<file path="config.mk">
export PLATFORM = sky130hd
export DESIGN_NAME = regbank_wr_arbiter
export DESIGN_NICKNAME = d
export VERILOG_FILES = /design/src/rtl/regbank_wr_arbiter.sv
export SDC_FILE = /design/constraint.sdc
export NUM_CORES = 1
export LEC_CHECK = 0
export CORE_UTILIZATION = 38
export DETAILED_ROUTE_END_ITERATION = 6
export MAX_ROUTING_LAYER = met4
export PLACE_DENSITY = 0.87
export SYNTH_ARGS = -nofsm -noshare
export SYNTH_HDL_FRONTEND = slang
export SYNTH_SLANG_ARGS = --single-unit
</file>
<file path="constraint.sdc">
create_clock -name clock -period 2.3 [get_ports clock]
set_input_delay 0.46 -clock clock [delete_from_list [all_inputs] [get_ports clock]]
set_output_delay 0.46 -clock clock [all_outputs]
set_load 0.005 [all_outputs]
</file>
<file path="src/rtl/regbank_wr_arbiter.sv">
// regbank_wr_arbiter: shares the single register-bank write port between NREQ
// writeback sources (req0 = ALU, req1 = memory load, req2 = input port).
// One source is granted per cycle, its write is registered toward the bank, and
// busy_mask flags every register with a write pending or in the output stage.
// Build option: define REGWR_ARB_RR_EN for round-robin arbitration; leave it
// undefined for fixed priority (req0 highest).
`timescale 1ns/1ps

module regbank_wr_arbiter #(
  parameter int DATA_W = 8,
  parameter int RD_W   = 2,
  parameter int NREQ   = 3
) (
  input  logic                   clock,
  input  logic                   reset,
  input  logic [NREQ-1:0]        req_valid,
  input  logic [NREQ*RD_W-1:0]   req_rd,
  input  logic [NREQ*DATA_W-1:0] req_data,
  output logic [NREQ-1:0]        req_ready,
  input  logic                   hold,
  output logic                   WR,
  output logic [RD_W-1:0]        rd,
  output logic [DATA_W-1:0]      data,
  output logic [(1<<RD_W)-1:0]   busy_mask
);

  localparam int NREG  = 1 << RD_W;
  localparam int IDX_W = $clog2(NREQ);

  // Arbitration result (combinational, stage p0)
  logic              found_p0;
  logic              take_p0;
  logic [IDX_W-1:0]  win_p0;
  logic [NREQ-1:0]   grant_p0;
  logic [RD_W-1:0]   sel_rd_p0;
  logic [DATA_W-1:0] sel_data_p0;

  // Registered write toward the bank (stage p1)
  logic              vld_p1;
  logic [RD_W-1:0]   rd_p1;
  logic [DATA_W-1:0] data_p1;

`ifdef REGWR_ARB_RR_EN
  localparam logic [IDX_W:0] NREQ_L = (IDX_W+1)'(NREQ);

  logic [IDX_W-1:0] rr_ptr;
  logic [IDX_W-1:0] rr_next;

  // Candidate index for scan position k, wrapped modulo NREQ
  function automatic logic [IDX_W-1:0] scan_idx(input logic [IDX_W-1:0] ptr,
                                                input int unsigned    k);
    logic [IDX_W:0] sum;
    sum = {1'b0, ptr} + (IDX_W+1)'(k);
    if (sum >= NREQ_L) sum = sum - NREQ_L;
    return sum[IDX_W-1:0];
  endfunction
`endif

  // ---- stage p0: pick the first valid source from the scan start ----
  // Scan requesters in priority order and remember the first valid one
  always_comb begin
    logic [IDX_W-1:0] cand;
    found_p0 = 1'b0;
    win_p0   = '0;
    cand     = '0;
    for (int unsigned k = 0; k < NREQ; k++) begin
`ifdef REGWR_ARB_RR_EN
      cand = scan_idx(rr_ptr, k);
`else
      cand = IDX_W'(k);
`endif
      if (!found_p0 && req_valid[cand]) begin
        found_p0 = 1'b1;
        win_p0   = cand;
      end
    end
  end

  // No grant while the bank is held or the block is in reset
  assign take_p0 = found_p0 && !hold && !reset;

  // One-hot grant and AND-OR selection of the winner's write
  always_comb begin
    grant_p0    = '0;
    sel_rd_p0   = '0;
    sel_data_p0 = '0;
    if (take_p0) grant_p0[win_p0] = 1'b1;
    for (int i = 0; i < NREQ; i++) begin
      if (grant_p0[i]) begin
        sel_rd_p0   = sel_rd_p0   | req_rd[i*RD_W +: RD_W];
        sel_data_p0 = sel_data_p0 | req_data[i*DATA_W +: DATA_W];
      end
    end
  end

  assign req_ready = grant_p0;

`ifdef REGWR_ARB_RR_EN
  // Pointer moves just past the winner; wraps at the last requester
  always_comb begin
    rr_next = rr_ptr;
    if (take_p0) begin
      if (win_p0 == IDX_W'(NREQ-1)) rr_next = '0;
      else                          rr_next = win_p0 + 1'b1;
    end
  end

  // Round-robin pointer register
  always_ff @(posedge clock or posedge reset) begin
    if (reset) rr_ptr <= '0;
    else       rr_ptr <= rr_next;
  end
`endif

  // ---- stage p1: registered bank write ----
  // Capture the granted write; rd/data keep their value on idle cycles
  always_ff @(posedge clock or posedge reset) begin
    if (reset) begin
      vld_p1  <= 1'b0;
      rd_p1   <= '0;
      data_p1 <= '0;
    end else begin
      vld_p1 <= take_p0;
      if (take_p0) begin
        rd_p1   <= sel_rd_p0;
        data_p1 <= sel_data_p0;
      end
    end
  end

  assign WR   = vld_p1;
  assign rd   = rd_p1;
  assign data = data_p1;

  // Mark registers targeted by the output stage or by any pending request
  always_comb begin
    busy_mask = '0;
    if (vld_p1) busy_mask[rd_p1] = 1'b1;
    for (int i = 0; i < NREQ; i++) begin
      if (req_valid[i]) busy_mask[req_rd[i*RD_W +: RD_W]] = 1'b1;
    end
  end

  localparam int UNUSED_NREG = NREG;

endmodule
</file>
# Yosys cells after proc, flatten, opt, wreduce, memory -nomap -nowiden
# Index checks and enable logic that the tools add are counted.
[op_classes]
magnitude_cmp = 10
mux = 26
n_bitwise = 7
reduce_logical = 13
[op_table]
columns = ["cell", "n"]
rows = [
  ["two-way mux 8 bit", 3],
  ["two-way mux 4 bit", 4],
  ["OR 8 bit", 2],
  ["< comparator 2 x 3 -> 1 bit, second input constant", 5],
  ["OR 4 bit", 3],
  ["demux 1 bit (select 2 bit)", 5],
  ["greater-or-equal comparator 2 x 1 -> 1 bit, second input constant", 5],
  ["logical AND 1 bit", 9],
  ["two-way mux 1 bit", 9],
  ["two-way mux 2 bit", 4],
  ["zero test 1 bit", 4],
  ["OR 2 bit", 2],
  ["two-way mux 3 bit", 1],
]
[word_totals]
regBits = 11
in_bits = 36

# Depth between registers and ports, before layout
# Gate-level depths: netlist of run 1.
[depth]
depth_word = 17
ltp_mapped = 5
mapped_depth_nobuf = 3

# Worst setup path before layout of run 1
# No wires, ideal clock.
[synth_path]
path_kind = "input -> output"
start = "in req_valid[2]"
end = "out busy_mask[0]"
arrival_time_ns = 1.253
required_ns = 1.840
setup_slack_ns = 0.587
cell_stages = 3
cell_sequence = "buf_2 > nor3b_1 > or4_1"
[synth_via]
elab_chain_cells = 1
[synth_lines]
columns = ["item", "line_no", "text"]
rows = [
  ["start, declared", "16", "input logic [NREQ-1:0] req_valid,"],
  ["two-way mux 4 bit", "140", "if (req_valid[i]) busy_mask[req_rd[i*RD_W +: RD_W]] = 1'b1;"],
  ["end, declared", "24", "output logic [(1<<RD_W)-1:0] busy_mask"],
]
# Every way passes these cells.

# Worst setup path after layout of run 1
[layout_path]
start = "in req_valid[1]"
end = "out req_ready[1]"
[layout_via]
elab_chain_cells = 10
[layout_lines]
columns = ["item", "line_no", "text"]
rows = [
  ["logical AND 1 bit *", "72", "if (!found_p0 && req_valid[cand]) begin"],
  ["two-way mux 1 bit", "72", ""],
  ["zero test 1 bit", "72", ""],
  ["logical AND 1 bit", "72", ""],
  ["two-way mux 2 bit", "72", ""],
  ["< comparator 2 x 3 -> 1 bit (not written as such) / greater-or-equal comparator 2 x 1 -> 1 bit (equally long branches)", "87", "if (take_p0) grant_p0[win_p0] = 1'b1;"],
  ["logical AND 1 bit (not written as such)", "87", ""],
  ["two-way mux 1 bit (not written as such)", "87", ""],
  ["demux 1 bit (select 2 bit)", "87", ""],
  ["two-way mux 3 bit *", "87", ""],
  ["end, declared", "19", "output logic [NREQ-1:0] req_ready,"],
]
# Every way passes the cells marked *; elsewhere a longest branch is shown, timed or not.

==> impl_metrics.json, run 1 <==
{
  "start_util_pct": 41.10,
  "relSlewSlack_pct": 72.51,
  "cp-end-kind": "primary output",
  "clock_path_buffers": 2,
  "synth_top_cell_by_area": "dfrtp_1",
  "gp_congestion": 0.8579,
  "drtIter0Drc": 9,
  "first_global_vias": 932,
  "port_buffers": 53,
  "worst-endpoint-arrival_ns": 1.72,
  "status": "finished, final reports clean",
  "switching_share_pct": 28.47,
  "yosysUniqueCellTypes": 26,
  "die_y_um": 48.30,
  "crit_top_cell": "clkdlybuf4s50_1",
  "crit_chain": "clkdlybuf4s50_1, inv_1, buf_4, nor2_1, clkdlybuf4s50_1",
  "critPathMaxFanout": 2,
  "io_pins": 54,
  "ant_nets": 0,
  "min_period_ns": 2.180,
  "drc_errors": 0,
  "p_leak_nw": 0.6576,
  "p_int_uw": 476.6,
  "ys_warn_count": 0,
  "cts_root_buf": "clkbuf_4",
  "fillers": 132,
  "grt_pass1_wl_um": 3884,
  "htreeDepth": 1,
  "power_density_nw_per_um2": 438.0,
  "clkTransAtPathRegs_ns": 0.08,
  "layout-drive-gt1-share_pct": 17.18,
  "ys_seq_elements": 11,
  "fin_cells": 190,
  "seq_area_frac_synth_pct": 33.79,
  "grt.total_usage_pct": 26.13,
  "syn-num-nets": 129,
  "hp-class": "input port to async pin",
  "dpl.cell_count": 186,
  "slew_violations": 0,
  "hpwl_um": 2174,
  "critPathLaunchType": "input port",
  "clock-skew-final_ns": 0,
  "avgRoutedWirePerCell_um": 14.19,
  "via_per_inst": 5.437,
  "firstDrtPassIters": 4,
  "syn-mean-instance-area_um2": 8.758,
  "pwr-share-comb_pct": 41.5,
  "grt_max_degree": 12,
  "synth_cells": 93,
  "core-area_um2": 1982,
  "cts_setup_buffers": 0,
  "cpPeakStageDelay_ns": 0.50,
  "die_w_um": 48.30,
  "rsz0062_at_grt": "false",
  "worst_pin_slew_ns": 0.4119,
  "critPathRequiredTime_ns": 1.84,
  "vias": 1033,
  "p_seq_share_pct": 37.8,
  "drt-total-wl_um": 2697,
  "yosys.area.top_type_share_pct": 33.79,
  "insertion_delay_ns": 0.28,
  "crit_slowest_cell": "clkdlybuf4s50_1",
  "antenna_cells": 0,
  "layout.nets": 200,
  "pwr-share-clk_pct": 20.7,
  "numCtsBuffers": 3,
  "cp_top_family": "buffers and inverters",
  "vdd_ir_drop_max_mv": 0.3997,
  "grt.overflow.total": 0,
  "die-area_um2": 2332,
  "setup_violations": 0,
  "rows": 16,
  "crit_type": "input port to primary output",
  "hold_viol": 0,
  "cts_sinks": 11,
  "max_cap_violations": 0,
  "cp_num_buf_inv": 4,
  "finalSetupTns_ns": 0,
  "p_sw_uw": 189.7,
  "synthesis.area_um2": 814.5,
  "cts_tree": "done",
  "max_freq_ghz": 0.4588,
  "area_growth_pct": 86.79,
  "synthTopCellsByArea": "dfrtp_1, a2bb2oi_1, o32ai_1",
  "timing.final.crit_share_pct": 94.77,
  "antenna_found_initial": 0
}
[logic make-up (layout without fill, tap and decap cells)]
logic type / count (synthesis) / after routing / synth area share (%)
and+or+nand+nor: 40 / 40 / 29.03
AOI/OAI and AO/OA: 28 / 28 / 28.88
buffers and inverters: 13 / 83 / 6.912
DFF: 11 / 11 / 33.79
muxes: 1 / 1 / 1.382
[cell type report]
class / instances / area [um2] / share of cell area, %
repair buffers: 73 / 676.9 / 44.49
multi-input cells: 69 / 485.5 / 31.91
clock inverters: 1 / 5.005 / 0.3289
inverters: 6 / 22.52 / 1.480
well taps: 27 / 33.78 / 2.220
clock buffers: 3 / 22.52 / 1.480
flip-flops and latches: 11 / 275.3 / 18.09
[cell usage in the layout, fill, tap and decap left out, drive strengths merged, types with 3 or more instances in the layout]
cell           synthesis  final
a211o                  3      3
dlygate4sd2            0      7
nor3b                  3      3
nor2b                  3      3
and2                   7      7
nor2                   4      4
a221oi                 3      3
o32ai                  6      6
buf                    6     20
dfrtp                 11     11
inv                    6      6
nand3                  9      9
a2bb2oi               10     10
clkbuf                 1      4
nand3b                 3      3
clkdlybuf4s50          0     44
nand2                  5      5
[registers in the layout (all words and copies together), names as in the netlist]
name and count:
WR 1, data 8, rd 2
[through the flow]
step                      area, um2  power, mW  setup WS [ns]  utilization, %  hold WS [ns]
final                          1521     0.6663         0.1203           76.77        0.4513
after global routing           1521     0.7003        0.06615           76.77        0.4989
after CTS                      1523     0.6693       0.005386           76.83        0.4546
after detailed placement       1495     0.5367        -0.2419           75.44        0.5335
after global placement         1495     0.5298        -0.2248           75.44        0.5284
after floorplan               814.5     0.3467         0.5874               -        0.3124
[synth_stat cells]
cell type  count
buf_2          6
nor3b_1        2
a211o_1        3
nor2b_1        3
and2_1         7
nand3_1        9
or2_1          1
o211ai_1       2
o32ai_1        6
o22a_1         1
clkbuf_1       1
mux2_2         1
nor3_1         2
or3b_1         1
nor3b_4        1
nand3b_1       3
a32oi_1        1
inv_1          6
a221oi_1       3
or4_1          1
a21oi_1        2
nand2_1        5
nor2_1         4
or3_1          1
a2bb2oi_1     10
dfrtp_1       11
[repair_timing]
action	CTS	global route
pin swaps	0	0
hold buffers	0	0
gates resized for setup	11	3
endpoints found under the setup margin	7	2
[final timing paths]
path | to | cells past startpoint | slack, ns | startpoint
worst max register to register | rd[0] | 1 | 1.48 | rd[0]
worst min register to register | data[4] | 1 | 0.55 | data[4]
max in group asynchronous | WR | 3 | 1.56 | reset
min in group clock | data[4] | 1 | 0.55 | data[4]
worst max-delay path | req_ready[1] | 5 | 0.12 | req_valid[1]
worst min-delay path | data[0] | 3 | 0.45 | reset
[power by group through the flow]
| stage | Combinational, mW | Clock [mW] | Sequential, mW |
|---|---|---|---|
| after floorplan | 0.0942 | 0 | 0.253 |
| after global routing | 0.301 | 0.143 | 0.257 |
| after CTS | 0.279 | 0.138 | 0.252 |
| after detailed placement | 0.283 | 0 | 0.254 |
| after global placement | 0.277 | 0 | 0.253 |
| final | 0.276 | 0.138 | 0.252 |
[routing by layer]
metal	share of wire, %	vias up	wire, um	track usage, %
li1	-	496	-	-
met1	40	488	1079	29.03
met2	52	42	1398	43.20
met3	5.6	7	152	4.444
met4	2.5	0	67	16.11
met5	0	-	0	-
Note: power is estimated with default switching activity, not from simulation.
==> run 2: changes to the inputs <==
--- a/config.mk
+++ b/config.mk
@@ -5,10 +5,10 @@
 export SDC_FILE = /design/constraint.sdc
 export NUM_CORES = 1
 export LEC_CHECK = 0
-export CORE_UTILIZATION = 38
+export CORE_UTILIZATION = 35
 export DETAILED_ROUTE_END_ITERATION = 6
 export MAX_ROUTING_LAYER = met4
-export PLACE_DENSITY = 0.87
+export PLACE_DENSITY = 0.81
 export SYNTH_ARGS = -nofsm -noshare
 export SYNTH_HDL_FRONTEND = slang
 export SYNTH_SLANG_ARGS = --single-unit
==> constraint.sdc (replaced) <==
create_clock -name clock -period 2.09 [get_ports clock]
set_input_delay 0.418 -clock clock [delete_from_list [all_inputs] [get_ports clock]]
set_output_delay 0.418 -clock clock [all_outputs]
set_load 0.005 [all_outputs]
==> run 2 against run 1 <==
  * First-iteration DRC count grew 78%
  * Critical path depth shrank 1
  * Routed wire length grew 0.70%
  * Utilization shrank 7.5 points
  * Total power grew 10%
  * Non-clock buffer count grew 1
  * Flip-flop and latch count is the same
  * Die area grew 8.2%
  * Critical endpoint is now req_ready[0]
  * Critical path type unchanged
  * Hold slack lost 0.031 ns
  * Clock power grew 5%
  * Combinational power grew 14%
  * Largest power group unchanged
  * Cell area grew 0.74%
==> impl_metrics.json, run 2 (synthesis gave the netlist of run 1 again) <==
{
  "status": "finished, final reports clean",
  "grt.total_usage_pct": 24.79,
  "layout_common_cells": "clkdlybuf4s50_1, buf_4, dfrtp_1",
  "post_dp_cell_area_um2": 1489,
  "hold_viol": 0,
  "fillers": 187,
  "slew_violations": 0,
  "firstDrtPassIters": 6,
  "drtIter0Drc": 16,
  "ant_nets": 0,
  "cp-end-kind": "primary output",
  "clkTransAtPathRegs_ns": 0.06,
  "reg2reg_slack_ns": 1.25,
  "antenna_cells": 0,
  "max_freq_ghz": 0.4920,
  "htreeDepth": 1,
  "clock_path_buffers": 2,
  "rows": 17,
  "antenna_found_initial": 0,
  "start_util_pct": 36.82,
  "critPathLaunchType": "input port",
  "cts_root_buf": "clkbuf_4",
  "die_y_um": 50.24,
  "grt_pass1_wl_um": 4602,
  "grt.overflow.total": 0,
  "insertion_delay_ns": 0.27,
  "vias": 1044,
  "p_leak_nw": 0.6575,
  "io_pins": 54,
  "final_cell_area_um2": 1533,
  "setup_violations": 0,
  "relSlewSlack_pct": 71.27,
  "dp_slack_ns": -0.3819,
  "layout.nets": 201,
  "ff_latch_area_um2": 275.3,
  "largest_register_ffs": 8,
  "layout-drive-gt1-share_pct": 18.90,
  "drt-total-wl_um": 2716,
  "final_common_cell": "clkdlybuf4s50_1",
  "hpwl_um": 2114,
  "area_growth_pct": 88.17,
  "multi_input_area_um2": 491.7,
  "crit_type": "input port to primary output",
  "port_buffers": 53,
  "dpl.cell_count": 186,
  "core-area_um2": 2212,
  "holdWs_ns": 0.4207,
  "min_period_ns": 2.033,
  "vdd_ir_drop_max_mv": 0.3878,
  "critPathMaxFanout": 5,
  "max_cap_violations": 0,
  "final_util_pct": 69.29,
  "avgRoutedWirePerCell_um": 14.15,
  "drc_errors": 0,
  "cp-startpoint": "req_valid[0]",
  "cts_sinks": 11,
  "worst_pin_slew_ns": 0.4304,
  "grt_max_degree": 12,
  "worst-endpoint-arrival_ns": 1.61,
  "die_w_um": 50.24,
  "power_density_nw_per_um2": 478.3,
  "fin_cells": 192,
  "die-area_um2": 2524,
  "numCtsBuffers": 3,
  "r2r_start": "rd[0]",
  "hp-class": "input port to async pin",
  "gp_congestion": 0.8819,
  "rsz0062_at_grt": "false",
  "setup_slack_ns": 0.05733,
  "first_global_vias": 1023,
  "cts_tree": "done",
  "clock-skew-final_ns": 0,
  "via_per_inst": 5.438,
  "timing.final.crit_share_pct": 97.26,
  "critPathRequiredTime_ns": 1.67
}
==> run 2: through the flow <==
stage,TNS (ns),power (mW)
6_report,0,0.7330
5_1_grt,0,0.7827
4_1_cts,-0.06266,0.7375
3_5_place_dp,-1.958,0.5913
3_3_place_gp,-1.839,0.5864
2_1_floorplan,0,0.3815
==> run 2: layout make-up <==
type | count | share of cell area [%]
repair buffers | 74 | 44.49
multi-input cells | 69 | 32.08
flip-flops and latches | 11 | 17.96
well taps | 28 | 2.286
clock buffers | 4 | 1.714
inverters | 6 | 1.469
==> run 2: per-layer routing <==
layer  vias to the layer above  global-route usage (%)  wire length, um
li1                        498                       -                -
met1                       489                   29.16             1085
met2                        48                   41.56             1384
met4                         0                   10.48               61
met3                         9                   3.939              185
met5                         -                       -                0
==> run 2: repair_timing <==
item / in CTS / in global routing
hold buffers: 0 / 0
resized for setup: 18 / 6
buffers inserted: 2 / 0
endpoints found under the setup margin: 7 / 4
pin swaps: 2 / 1
==> run 2: worst paths after layout <==
check | cells after the start | to
max | 4 | req_ready[0]
min reg2reg | 1 | data[5]
max reg2reg | 1 | rd[0]
max in group asynchronous | 3 | WR
min | 3 | data[1]
min in group clock | 1 | data[5]
==> run 2: report_power, final <==
group	internal (mW)	total, mW	switching [mW]
sequential	0.247	0.272	0.0249
combinational	0.210	0.316	0.105
clock	0.0742	0.145	0.0711
total	0.532	0.733	0.201
==> run 2: critical path, stage by stage <==
cell	delay (ns)
clkdlybuf4s15_1	0.25
or3b_4	0.41
inv_1	0.06
clkdlybuf4s50_1	0.48
==> run 3: changes to the inputs <==
--- a/config.mk
+++ b/config.mk
@@ -5,10 +5,10 @@
 export SDC_FILE = /design/constraint.sdc
 export NUM_CORES = 1
 export LEC_CHECK = 0
-export CORE_UTILIZATION = 35
+export CORE_UTILIZATION = 32
 export DETAILED_ROUTE_END_ITERATION = 6
 export MAX_ROUTING_LAYER = met4
-export PLACE_DENSITY = 0.81
+export PLACE_DENSITY = 0.78
 export SYNTH_ARGS = -nofsm -noshare
 export SYNTH_HDL_FRONTEND = slang
 export SYNTH_SLANG_ARGS = --single-unit
==> constraint.sdc (replaced) <==
create_clock -name clock -period 1.65 [get_ports clock]
set_input_delay 0.2475 -clock clock [delete_from_list [all_inputs] [get_ports clock]]
set_output_delay 0.2475 -clock clock [all_outputs]
set_load 0.005 [all_outputs]
==> run 3 against run 2 <==
  * Utilization is 0.50 points lower
  * Count of clock-buffer cells in the layout is the same
  * Setup slack got worse by 0.035 ns
  * Total power is 29% higher
  * Hold slack got worse by 0.14 ns
  * Die area grew 9.0%
  * Sequential share of layout area decreased by 0.54 points
  * Combinational power increased by 35%
  * First-iteration DRC count is 19% higher
  * Critical path depth up 1
  * Global-route usage grew 1.2 points
  * Via count grew 3.8%
  * Critical path type unchanged
==> impl_metrics.json, run 3 (synthesis gave the netlist of run 1 again) <==
{
  "avgRoutedWirePerCell_um": 15.75,
  "final_util_pct": 68.79,
  "slew_violations": 0,
  "rsz0062_at_grt": "true",
  "crit_top_cell": "nor2b_1",
  "cp_top_family": "simple AND/OR/NAND/NOR gates",
  "cts_tree": "done",
  "firstDrtPassIters": 4,
  "fin_cells": 198,
  "timing.final.crit_share_pct": 98.63,
  "setup_slack_ns": 0.02255,
  "largest_register_ffs": 8,
  "rows": 17,
  "drt-total-wl_um": 3119,
  "numCtsBuffers": 3,
  "area_growth_pct": 94.01,
  "crit_chain": "clkdlybuf4s15_2, nor2b_1, nor2b_1, or4_1, buf_2",
  "vdd_ir_drop_max_mv": 0.5141,
  "grt_max_degree": 12,
  "drc_errors": 0,
  "final_common_cell": "clkdlybuf4s50_1",
  "start_util_pct": 35.46,
  "worst-endpoint-arrival_ns": 1.38,
  "drtIter0Drc": 19,
  "antenna_found_initial": 0,
  "status": "finished, final reports clean",
  "ff_latch_area_um2": 275.3,
  "clkTransAtPathRegs_ns": 0.07,
  "hpwl_um": 2293,
  "holdWs_ns": 0.2811,
  "worst_pin_slew_ns": 0.4301,
  "crit_slowest_cell": "or4_1",
  "critPathRequiredTime_ns": 1.40,
  "layout-drive-gt1-share_pct": 23.53,
  "critPathLaunchType": "input port",
  "cp-end-kind": "primary output",
  "crit_type": "input port to primary output",
  "cpPeakStageDelay_ns": 0.49,
  "max_freq_ghz": 0.6145,
  "port_buffers": 53,
  "via_per_inst": 5.475,
  "grt.total_usage_pct": 26.00,
  "hold_buffers": 0,
  "die-area_um2": 2751,
  "dpl.cell_count": 191,
  "layout.nets": 207,
  "ant_nets": 0,
  "dp_slack_ns": -0.4757,
  "layout_common_cells": "clkdlybuf4s50_1, buf_4, dlygate4sd2_1",
  "vias": 1084,
  "hold_viol": 0,
  "cts_sinks": 11,
  "core-area_um2": 2297,
  "power_density_nw_per_um2": 599.7,
  "cts_root_buf": "clkbuf_4",
  "clock_path_buffers": 2,
  "first_global_vias": 1166,
  "grt.overflow.total": 0,
  "insertion_delay_ns": 0.26,
  "grt_pass1_wl_um": 5064,
  "reg2reg_depth": 2,
  "io_pins": 54,
  "hp-class": "input port to async pin",
  "antenna_cells": 0,
  "clock-skew-final_ns": 0,
  "die_w_um": 52.45,
  "finalPower_uw": 947.6,
  "gp_congestion": 0.8244,
  "max_cap_violations": 0,
  "fillers": 189,
  "setup_violations": 0,
  "cp_num_buf_inv": 2,
  "die_y_um": 52.45,
  "p_leak_nw": 0.7133,
  "worst-path-stages": 5,
  "min_period_ns": 1.627,
  "multi_input_area_um2": 504.2,
  "htreeDepth": 1,
  "relSlewSlack_pct": 71.30,
  "critPathMaxFanout": 6
}
-- run 3: worst paths after layout --
kind	startpoint	to	slack, ns
min reg2reg	data[2]	data[2]	0.55
min in group clock	req_rd[1]	rd[1]	0.50
min	reset	data[6]	0.28
max	req_valid[0]	busy_mask[0]	0.02
max in group asynchronous	reset	data[0]	1.06
max reg2reg	rd[0]	rd[0]	0.75
-- run 3: worst min-delay path, stage by stage --
cell           delay (ns)
dlygate4sd2_1        0.27
buf_4                0.15
inv_1                0.32
-- run 3: per-stage QoR --
| stage | setup TNS, ns | instance area, um2 |
|---|---|---|
| after floorplan | 0 | 814.5 |
| after global placement | -3.569 | 1526 |
| after detailed placement | -3.789 | 1526 |
| after CTS | -0.01176 | 1580 |
| after global routing | -0.01899 | 1580 |
| final | 0 | 1580 |
-- run 3: area by class of cell --
class | instances | share of cell area, %
Inverter | 6 | 1.425
Clock buffer | 4 | 1.663
Tap cell | 28 | 2.217
Timing Repair Buffer | 80 | 45.37
Multi-Input combinational cell | 69 | 31.91
Sequential cell | 11 | 17.42
-- run 3: timing repair --
action / 4_1_cts / 5_1_grt
resized for setup: 31 / 3
gates cloned: 0 / 0
endpoints found under the setup margin: 7 / 3
pin swaps: 1 / 2
buffers inserted: 3 / 0
-- run 3: report_power, final --
| part | total, mW | internal (mW) | switching (mW) |
|---|---|---|---|
| Sequential | 0.337 | 0.313 | 0.0238 |
| Combinational | 0.428 | 0.276 | 0.152 |
| Clock | 0.183 | 0.0936 | 0.0892 |
-- run 3: metal layers --
metal / vias up / routed length, um / GRT usage (%)
li1: 511 / - / -
met2: 52 / 1486 / 42.83
met1: 512 / 1372 / 31.37
met4: 0 / 66 / 12.72
met5: - / 0 / -
met3: 9 / 194 / 2.899
==> variant (config.mk and constraints of run 2) <==
The parameter `NREQ` goes from 3 to 6.
--- a/src/rtl/regbank_wr_arbiter.sv
+++ b/src/rtl/regbank_wr_arbiter.sv
@@ -9,7 +9,7 @@
 module regbank_wr_arbiter #(
   parameter int DATA_W = 8,
   parameter int RD_W   = 2,
-  parameter int NREQ   = 3
+  parameter int NREQ   = 6
 ) (
   input  logic                   clock,
   input  logic                   reset,
Interface: changed (resized req_data, req_rd, req_ready and req_valid); port bits go from 54 to 90. No check against the original RTL was run, so the function may have changed too.
==> variant against run 2 <==
Sequential share of layout area decreased by 6.7 points. Final area increased by 60%. Area after synthesis increased by 43%. Worst setup slack got worse by 0.031 ns. Wire length increased by 80%. Cell count increased by 78%. Power increased by 17%. Sequential cell count unchanged.
==> variant: results (changes against run 2) <==
| Metric | Value |
|---|---|
| Status | finished clean (unchanged) |
| Multi-input combinational cell count | 138 (was 69) |
| Critical path fanouts, max | 3 (was 5) |
| CP top delay family | simple AND/OR/NAND/NOR gates (was buffers and inverters) |
| Worst R2R Path Depth | 2 (was 1) |
| Static Leak | 1.07 nW (was 0.658 nW) |
| DR iter-0 viols | 130 (was 16) |
| PnR worst setup slack | 0.0259 ns (was 0.0573 ns) |
| Post-DP HPWL | 4020 µm (was 2110 µm) |
| Gpl congestion | 0.936 (was 0.882) |
| Non-clk bufs | 135 (was 74) |
| Fraction of area in multi-input gates | 34.4% (was 32.1%) |
| DR WL met3 | 425 µm (was 185 µm) |
| Routed wire per std cell | 14.3 µm (was 14.1 µm) |
| # port buffers | 89 (was 53) |
| Largest net degree at the start of global routing | 18 (was 12) |
| Worst path max stage delay | 0.55 ns (was 0.48 ns) |
| Flop2flop setup slack | 1.30 ns (was 1.25 ns) |
| Met3 Track Usage GR | 3.90% (was 3.94%) |
| Part of the Yosys area used for sequential elements | 23.6% (was 33.8%) |
| Synthesized Nets | 240 (was 129) |
| NumNets Final | 368 (was 201) |
| Global-route wire length before repair | 7730 µm (was 4600 µm) |
| DR WL met2 | 2320 µm (was 1380 µm) |
| Filler cells | 261 (was 187) |
| Worst r2r src | rd[1]$_DFFE_PP0N_ (was rd[0]$_DFFE_PP0N_) |
| Seq/total area | 11.2% (was 18.0%) |
| CP arrival | 1.65 ns (was 1.61 ns) |
| Routed metal-1 wirelength | 2130 µm (was 1090 µm) |
| Peak supply drop | 0.168 mV (was 0.388 mV) |
| Logic inverters | 10 (was 6) |
| Post-CTS setup buffers | 4 (was 2) |
| Post-synthesis cell type count | 32 (was 26) |
==> variant: changes by cell type in the layout (fill, tap and decap cells not counted), moves of 9 or more <==
cell	delta
nand2_1	+22
a21oi_1	+14
dlygate4sd2_1	+12
buf_4	+23
o21ai_0	+12
nor2_1	+9
a2bb2oi_1	-9
a31oi_1	+12
clkdlybuf4s50_1	+21
==> variant: logic make-up (layout without fill, tap and decap cells) <==
family,after synthesis,count (layout),share of synthesized area [%]
DFF,11,11,23.6
AOI/OAI and AO/OA,62,62,33.5
buffers and inverters,22,149,8.05
and+or+nand+nor,76,76,34.9
==> variant: stage by stage <==
stage                     hold WS (ns)  utilization [%]  power (mW)  instances  area (µm²)
after floorplan                  0.270                -       0.407        171        1170
after global placement           0.529             75.9       0.715        332        2360
after detailed placement         0.540             75.9       0.721        332        2360
after CTS                        0.458             78.5       0.860        340        2430
after global routing             0.479             79.0       0.925        342        2450
final                            0.450             79.0       0.858        342        2450
==> variant: worst min path at each step <==
stage | end | depth (start not counted) | startpoint | slack [ns]
3_3_place_gp | data[1]$_DFFE_PP0N_ | 2 | data[1]$_DFFE_PP0N_ | 0.53
6_report | data[4]$_DFFE_PP0N_ | 3 | reset | 0.45
5_1_grt | data[4]$_DFFE_PP0N_ | 3 | reset | 0.48
3_5_place_dp | data[1]$_DFFE_PP0N_ | 2 | data[1]$_DFFE_PP0N_ | 0.54
2_1_floorplan | WR$_DFF_PP0_ | 1 | reset | 0.27
4_1_cts | data[4]$_DFFE_PP0N_ | 3 | reset | 0.46
==> variant: report_power, final <==
part,internal (mW),total (mW),switching [mW]
Combinational,0.275,0.447,0.172
Sequential,0.243,0.268,0.0249
Clock,0.0738,0.142,0.0686
Total,0.592,0.858,0.265
